===== src/rtl/clz_norm_pipe.sv =====
// clz_norm_pipe -- pipelined leading-zero / leading-one counter and normaliser.
//
// Takes one WIDTH-bit word per cycle, finds the first significant bit
// (first 1 in mode 0, first 0 in mode 1, scanning from index 0), and returns
// the number of bits in front of it, a "none found" flag, and the word
// shifted so that the significant bit lands on index 0.
//
// Ports
//   clk        rising-edge clock
//   rst        asynchronous, active-high reset
//   in_valid   input word present
//   in_ready   block can accept a word this cycle
//   in_mode    0 = count leading zeros, 1 = count leading ones
//   in_data    [0:WIDTH-1], index 0 is the most significant bit
//   out_valid  result present
//   out_ready  downstream accepts the result
//   out_count  leading-bit count, 0..WIDTH
//   out_none   no significant bit found (out_count == WIDTH)
//   out_data   [0:WIDTH-1] normalised word
//   out_mode   in_mode carried alongside the result
//
// Handshake: a word moves across an interface on a rising edge where both
// valid and ready are high. A producer holding valid keeps its payload
// stable until that edge; ready may depend combinationally on the
// downstream ready (in_ready follows out_ready through the stage chain,
// there is no skid buffer).
//
// Datapath: the word is first XORed with the mode, which turns both modes
// into a leading-zero search. It is conceptually padded with zeros at the
// tail up to the next power of two P. A logarithmic normalising shifter
// then tests the top 2^b bits for b = log2(P)-1 down to 0: if they are all
// zero, it shifts left by 2^b and sets count bit b. Because the padding and
// the shifted-in bits are always zero, only the top WIDTH bits of the
// P-bit value are ever non-zero, so each stage stores just WIDTH bits.
// The shifter levels are spread evenly across the STAGES registers. Stages
// that get no level simply forward their data.

module clz_norm_pipe #(
  parameter  int WIDTH  = 8,
  parameter  int STAGES = 2,
  localparam int CW     = $clog2(WIDTH + 1)
) (
  input  logic             clk,
  input  logic             rst,
  input  logic             in_valid,
  output logic             in_ready,
  input  logic             in_mode,
  input  logic [0:WIDTH-1] in_data,
  output logic             out_valid,
  input  logic             out_ready,
  output logic [CW-1:0]    out_count,
  output logic             out_none,
  output logic [0:WIDTH-1] out_data,
  output logic             out_mode
);

  // Shifter levels and the padded width they operate on.
  localparam int LP = $clog2(WIDTH);
  localparam int P  = 1 << LP;
  localparam int LAST = STAGES - 1;

  // Stage registers.
  logic [STAGES-1:0] v;
  logic [STAGES-1:0] r_mode;
  logic [STAGES-1:0] r_none;
  logic [WIDTH-1:0]  r_x   [STAGES];
  logic [LP-1:0]     r_cnt [STAGES];

  // Per-stage inputs and combinational results.
  logic [STAGES-1:0] adv;
  logic [STAGES-1:0] sin_valid;
  logic [STAGES-1:0] sin_mode;
  logic [STAGES-1:0] sin_none;
  logic [WIDTH-1:0]  sin_x [STAGES];
  logic [LP-1:0]     sin_cnt [STAGES];
  logic [WIDTH-1:0]  c_x   [STAGES];
  logic [LP-1:0]     c_cnt [STAGES];

  // Mode-folded input, conventional bit order (bit WIDTH-1 = index 0).
  logic [WIDTH-1:0] prep_x;
  logic             prep_none;

  always_comb begin
    prep_x = '0;
    for (int j = 0; j < WIDTH; j++) begin
      prep_x[WIDTH-1-j] = in_data[j] ^ in_mode;
    end
    // The none flag is settled up front and carried as a register bit, so
    // that reset leaves out_none at 0 rather than deriving 1 from zero data.
    prep_none = ~|prep_x;
  end

  // Advance chain: a stage moves when it is empty or its successor moves.
  always_comb begin
    adv = '0;
    adv[LAST] = !v[LAST] || out_ready;
    for (int s = LAST - 1; s >= 0; s--) begin
      adv[s] = !v[s] || adv[s+1];
    end
  end

  assign in_ready = adv[0];

  // Stage inputs: stage 0 takes the prepared input word, later stages take
  // the previous stage's registers.
  always_comb begin
    sin_valid[0] = in_valid;
    sin_mode[0]  = in_mode;
    sin_none[0]  = prep_none;
    sin_x[0]     = prep_x;
    sin_cnt[0]   = '0;
    for (int s = 1; s < STAGES; s++) begin
      sin_valid[s] = v[s-1];
      sin_mode[s]  = r_mode[s-1];
      sin_none[s]  = r_none[s-1];
      sin_x[s]     = r_x[s-1];
      sin_cnt[s]   = r_cnt[s-1];
    end
  end

  // Normalising shifter levels. Level i (largest shift first) belongs to
  // stage (i*STAGES)/LP, which spreads the levels evenly across the stages.
  always_comb begin
    logic [P-1:0]  tx;
    logic [LP-1:0] tc;
    int            b;
    for (int s = 0; s < STAGES; s++) begin
      tx = P'(sin_x[s]) << (P - WIDTH);
      tc = sin_cnt[s];
      for (int i = 0; i < LP; i++) begin
        b = LP - 1 - i;
        if (((i * STAGES) / LP) == s) begin
          if ((tx >> (P - (1 << b))) == '0) begin
            tx    = tx << (1 << b);
            tc[b] = 1'b1;
          end
        end
      end
      c_x[s]   = tx[P-1 -: WIDTH];
      c_cnt[s] = tc;
    end
  end

  // Stage registers. Payload loads only with a valid word, so a held
  // output stage never changes while it waits for out_ready.
  always_ff @(posedge clk or posedge rst) begin
    if (rst) begin
      v      <= '0;
      r_mode <= '0;
      r_none <= '0;
      for (int s = 0; s < STAGES; s++) begin
        r_x[s]   <= '0;
        r_cnt[s] <= '0;
      end
    end else begin
      for (int s = 0; s < STAGES; s++) begin
        if (adv[s]) begin
          v[s] <= sin_valid[s];
          if (sin_valid[s]) begin
            r_mode[s] <= sin_mode[s];
            r_none[s] <= sin_none[s];
            r_x[s]    <= c_x[s];
            r_cnt[s]  <= c_cnt[s];
          end
        end
      end
    end
  end

  // Output decode from the last stage. With no significant bit the shifter
  // count saturates at P-1, so it is replaced by WIDTH. The data is all
  // zeros, which unfolds to all-mode.
  always_comb begin
    out_valid = v[LAST];
    out_mode  = r_mode[LAST];
    out_none  = r_none[LAST];
    out_count = r_none[LAST] ? CW'(WIDTH) : CW'(r_cnt[LAST]);
    out_data  = '0;
    for (int j = 0; j < WIDTH; j++) begin
      out_data[j] = r_none[LAST] ? r_mode[LAST] : (r_x[LAST][WIDTH-1-j] ^ r_mode[LAST]);
    end
  end

endmodule


===== config.mk =====
export PLATFORM = sky130hd
export DESIGN_NAME = clz_norm_pipe
export DESIGN_NICKNAME = d
export VERILOG_FILES = /design/src/rtl/clz_norm_pipe.sv
export SDC_FILE = /design/constraint.sdc
export NUM_CORES = 1
export LEC_CHECK = 0
export ABC_AREA = 0
export CORE_ASPECT_RATIO = 0.5
export CORE_MARGIN = 5
export CORE_UTILIZATION = 40
export CTS_BUF_LIST = sky130_fd_sc_hd__clkbuf_4 sky130_fd_sc_hd__clkbuf_8
export CTS_CLUSTER_SIZE = 30
export DETAILED_ROUTE_END_ITERATION = 16
export DONT_BUFFER_PORTS = 1
export GPL_TIMING_DRIVEN = 0
export HOLD_SLACK_MARGIN = 0.1
export SLEW_MARGIN = 30
export SYNTH_ARGS = -nofsm -noshare
export SYNTH_HDL_FRONTEND = slang
export SYNTH_SLANG_ARGS = --single-unit

===== constraint.sdc =====
create_clock -name clk -period 1.5 [get_ports clk]
set_clock_uncertainty 0.2 [all_clocks]
set_input_delay 0.3 -clock clk [delete_from_list [all_inputs] [get_ports clk]]
set_output_delay 0.3 -clock clk [all_outputs]
set_load 0.005 [all_outputs]

==> summary.md <==
| Metric | Value |
|---|---|
| Outcome | `complete, but fails checks` |
| Failing checks | `negative setup slack` |
| # Max-Cap Violations | `0` |
| Share of layout cells above drive strength 1 | `34.7%` |
| CTS Buf Count | `3` |
| Total core area | `a little under 4000 sq um` |
| Tmin final | `around 1.7 ns` |
| Vias | `~1300` |
| DR iter-0 viols | `between 40 and 50` |
| CP Launch Type | `register` |
| Critical-path top delay cell | `dfrtp_2` |
| Final hold viol count | `0` |
| Post-Route WL | `between 3000 and 4000 um` |
| Slew headroom | `between 60% and 70%` |
| Max incr delay on CP | `about 0.47 ns` |
| Peak supply drop | `~0.41 mV` |
| GP Congestion | `0.764` |
| Crit path DAT | `between 1 and 1.5 ns` |
| Via density | `5.18` |
| FP Rows | `16` |
| Setup slack after layout | `-0.185 ns` |
| DR pass1 iterations | `4` |
| # clock sinks | `27` |
| RSZ-0062 raised after global routing | `true` |
| Inserted Diodes | `0` |
| IO Pins | `29` |
| Lkg Pwr | `0.904 nW` |
| Clk slew on worst S/H paths | `0.09 ns` |
| WP data required | `1.00 ns` |
| Power Density | `1030 nW/um^2` |
| Final period utilization | `112%` |
| Port-buffer cells | `0` |
| CTS root buf | `clkbuf_8` |
| CTS HTree Levels | `1` |
| HPWL Detailed | `2530 um` |
| Synth Cell Area | `between 1500 and 2000 sq um` |
| Synth cell types | `33` |
| Largest net degree at the start of global routing | `28` |
| Number of global-route vias before repair | `1243` |
| Type of the worst setup path | `reg2out` |
| TritonCTS clock tree | `yes` |
| Fin nets | `roughly 200` |
| YS warnings | `0` |
| Hold Path Class | `in2reg` |
| Initial core utilization | `41.7%` |
| Register area share after synthesis | `between 40% and 50%` |
| Die Y | `~55 um` |
| #FFs+latches synth | `27` |
| DIE AREA | `approximately 5600 sq um` |
| Total gr overflow | `0` |
| Die Wd | `100 um` |
| Critical path fanouts, max | `6` |
| CP endpoint kind | `output port` |
| Syn-to-layout area delta | `27.3%` |
| GRT Total Usage | `13.9%` |
| DRC | `0` |
| Post-layout utilization of the core | `between 50% and 60%` |
| Net count of the mapped netlist | `around 190` |
| Max clock buf depth | `2` |
| Initial antenna violation count | `0` |
| Worst-margin pin slew | `around 0.55 ns` |
| Fin. max-slew vios | `0` |
| First-pass GRT wire length | `around 6300 um` |
| FMAX | `~590 MHz` |
| Final setup viols | `9` |
| Mapped Cells | `~180` |
| Post-route ant nets | `0` |
| Setup TNS | `-1.31 ns` |
| Worst-path cell chain | `buf_8 > nand2b_4 > xnor2_2` |
| Routed wire length per instance | `~14 um` |
| Clk_lat worst skew | `around 0.27 ns` |
| Syn Area/Cell | `a little over 9 sq um` |
-- worst max-delay path: cells and delay by family (launching register included) --
kind | cells | cell delay (ns)
DFF | 1 | 0.47
buffers and inverters | 1 | 0.14
and+or+nand+nor | 1 | 0.14
xor gates and xnor gates | 1 | 0.17
-- synth_stat cells --
cell | number | area, sq um
nand2_1 | 29 | 109
dfrtp_1 | 27 | 676
nand2b_1 | 19 | 119
o21ai_0 | 12 | 60.1
clkbuf_1 | 8 | 30.0
xnor2_1 | 8 | 70.1
mux2i_1 | 7 | 70.1
nor2_1 | 7 | 26.3
o22ai_1 | 6 | 37.5
mux2_2 | 5 | 56.3
a21oi_1 | 4 | 20.0
and4b_1 | 4 | 40.0
o21ai_1 | 4 | 20.0
a31oi_1 | 3 | 18.8
buf_6 | 3 | 33.8
nor2b_1 | 3 | 18.8
o31ai_1 | 3 | 22.5
a2bb2oi_2 | 2 | 30.0
buf_2 | 2 | 10.0
nand3_1 | 2 | 10.0
nor3_1 | 2 | 10.0
nor4b_2 | 2 | 30.0
o22a_2 | 2 | 20.0
or2_2 | 2 | 12.5
or4b_4 | 2 | 27.5
and2_1 | 1 | 6.26
and3_1 | 1 | 6.26
and4_1 | 1 | 8.76
buf_4 | 1 | 7.51
inv_1 | 1 | 3.75
nand3b_1 | 1 | 7.51
nor4_2 | 1 | 12.5
or4_1 | 1 | 7.51
-- per-layer routing --
metal	track usage, %	share of wire, %
met1	20.3	50
met2	20.8	44
met3	3.77	5.5
met4	2.30	0.55
met5	0	0
-- layout by cell type (no fill, tap or decap), types with 5 or more instances in the layout --
| cell type | instances |
|---|---|
| buf_4 | 6 |
| buf_6 | 6 |
| dfrtp_1 | 25 |
| mux2i_1 | 7 |
| nand2_1 | 26 |
| nand2b_1 | 13 |
| nand2b_4 | 6 |
| nor2_1 | 6 |
| o21ai_0 | 10 |
| o21ai_1 | 6 |
| o22ai_1 | 5 |
| xnor2_2 | 8 |
-- sequential cells by signal, indices dropped and copies added (netlist names) --
register,cells
c_cnt,2
r_mode,2
r_x,16
v,2
r_none,2
r_cnt,3
-- power by group --
part           total, mW  internal [mW]  switching, mW
Clock              0.408          0.188          0.220
Sequential         0.977          0.851          0.126
Combinational      0.755          0.423          0.332
-- final cells by class --
type | count | area, sq um
Fill cell | 371 | 1840
Multi-Input combinational cell | 134 | 1040
Sequential cell | 27 | 678
Buffer | 12 | 133
Timing Repair Buffer | 12 | 118
Tap cell | 54 | 67.6
Clock buffer | 3 | 41.3
Clock inverter | 1 | 7.51
Inverter | 1 | 3.75
-- cell families after synthesis --
group	after synthesis	synth area share, %
AOI/OAI and AO/OA	36	14.0
xor gates and xnor gates	8	4.28
buffers and inverters	15	5.19
DFF	27	41.3
muxes	12	7.72
and+or+nand+nor	78	27.6
-- path summary, 6_finish.rpt --
path                                    endpoint             startpoint  slack [ns]  cells after the start
min in group asynchronous    r_x[10]$_DFFE_PP0P_                    rst        0.33                      2
hold reg to reg             c_cnt[2]$_DFFE_PP0P_   c_cnt[2]$_DFFE_PP0P_        0.29                      2
setup / recovery                     out_data[4]  r_none[1]$_DFFE_PP0P_       -0.18                      3
hold / removal                  v[0]$_DFFE_PP0P_              out_ready        0.12                      2
max in group asynchronous  r_mode[1]$_DFFE_PP0P_                    rst        0.37                      2
setup reg to reg            c_cnt[1]$_DFFE_PP0P_       v[1]$_DFFE_PP0P_        0.07                      3
-- repair_timing --
item / 4_1_cts / 5_1_grt
resized for setup: 28 / 28
endpoints found under the hold margin: 34 / 0
gates cloned: 2 / 0
hold buffers: 3 / 0
pin swaps: 3 / 11
buffers inserted: 4 / 3
endpoints found under the setup margin: 24 / 30
-- per-stage QoR --
stage               area (sq um)  worst slack [ns]  hold slack [ns]  total power, mW  instances
global route                2080            -0.257            0.127             2.31        244
CTS                         1970            -0.221            0.113             2.08        243
global placement            1720            -0.174            0.211             1.47        230
floorplan                   1650           -0.0536            0.153             1.37        176
finish                      2080            -0.185            0.121             2.14        244
detailed placement          1720            -0.207           0.0606             1.49        230
Power figures use the tool's default switching activity.
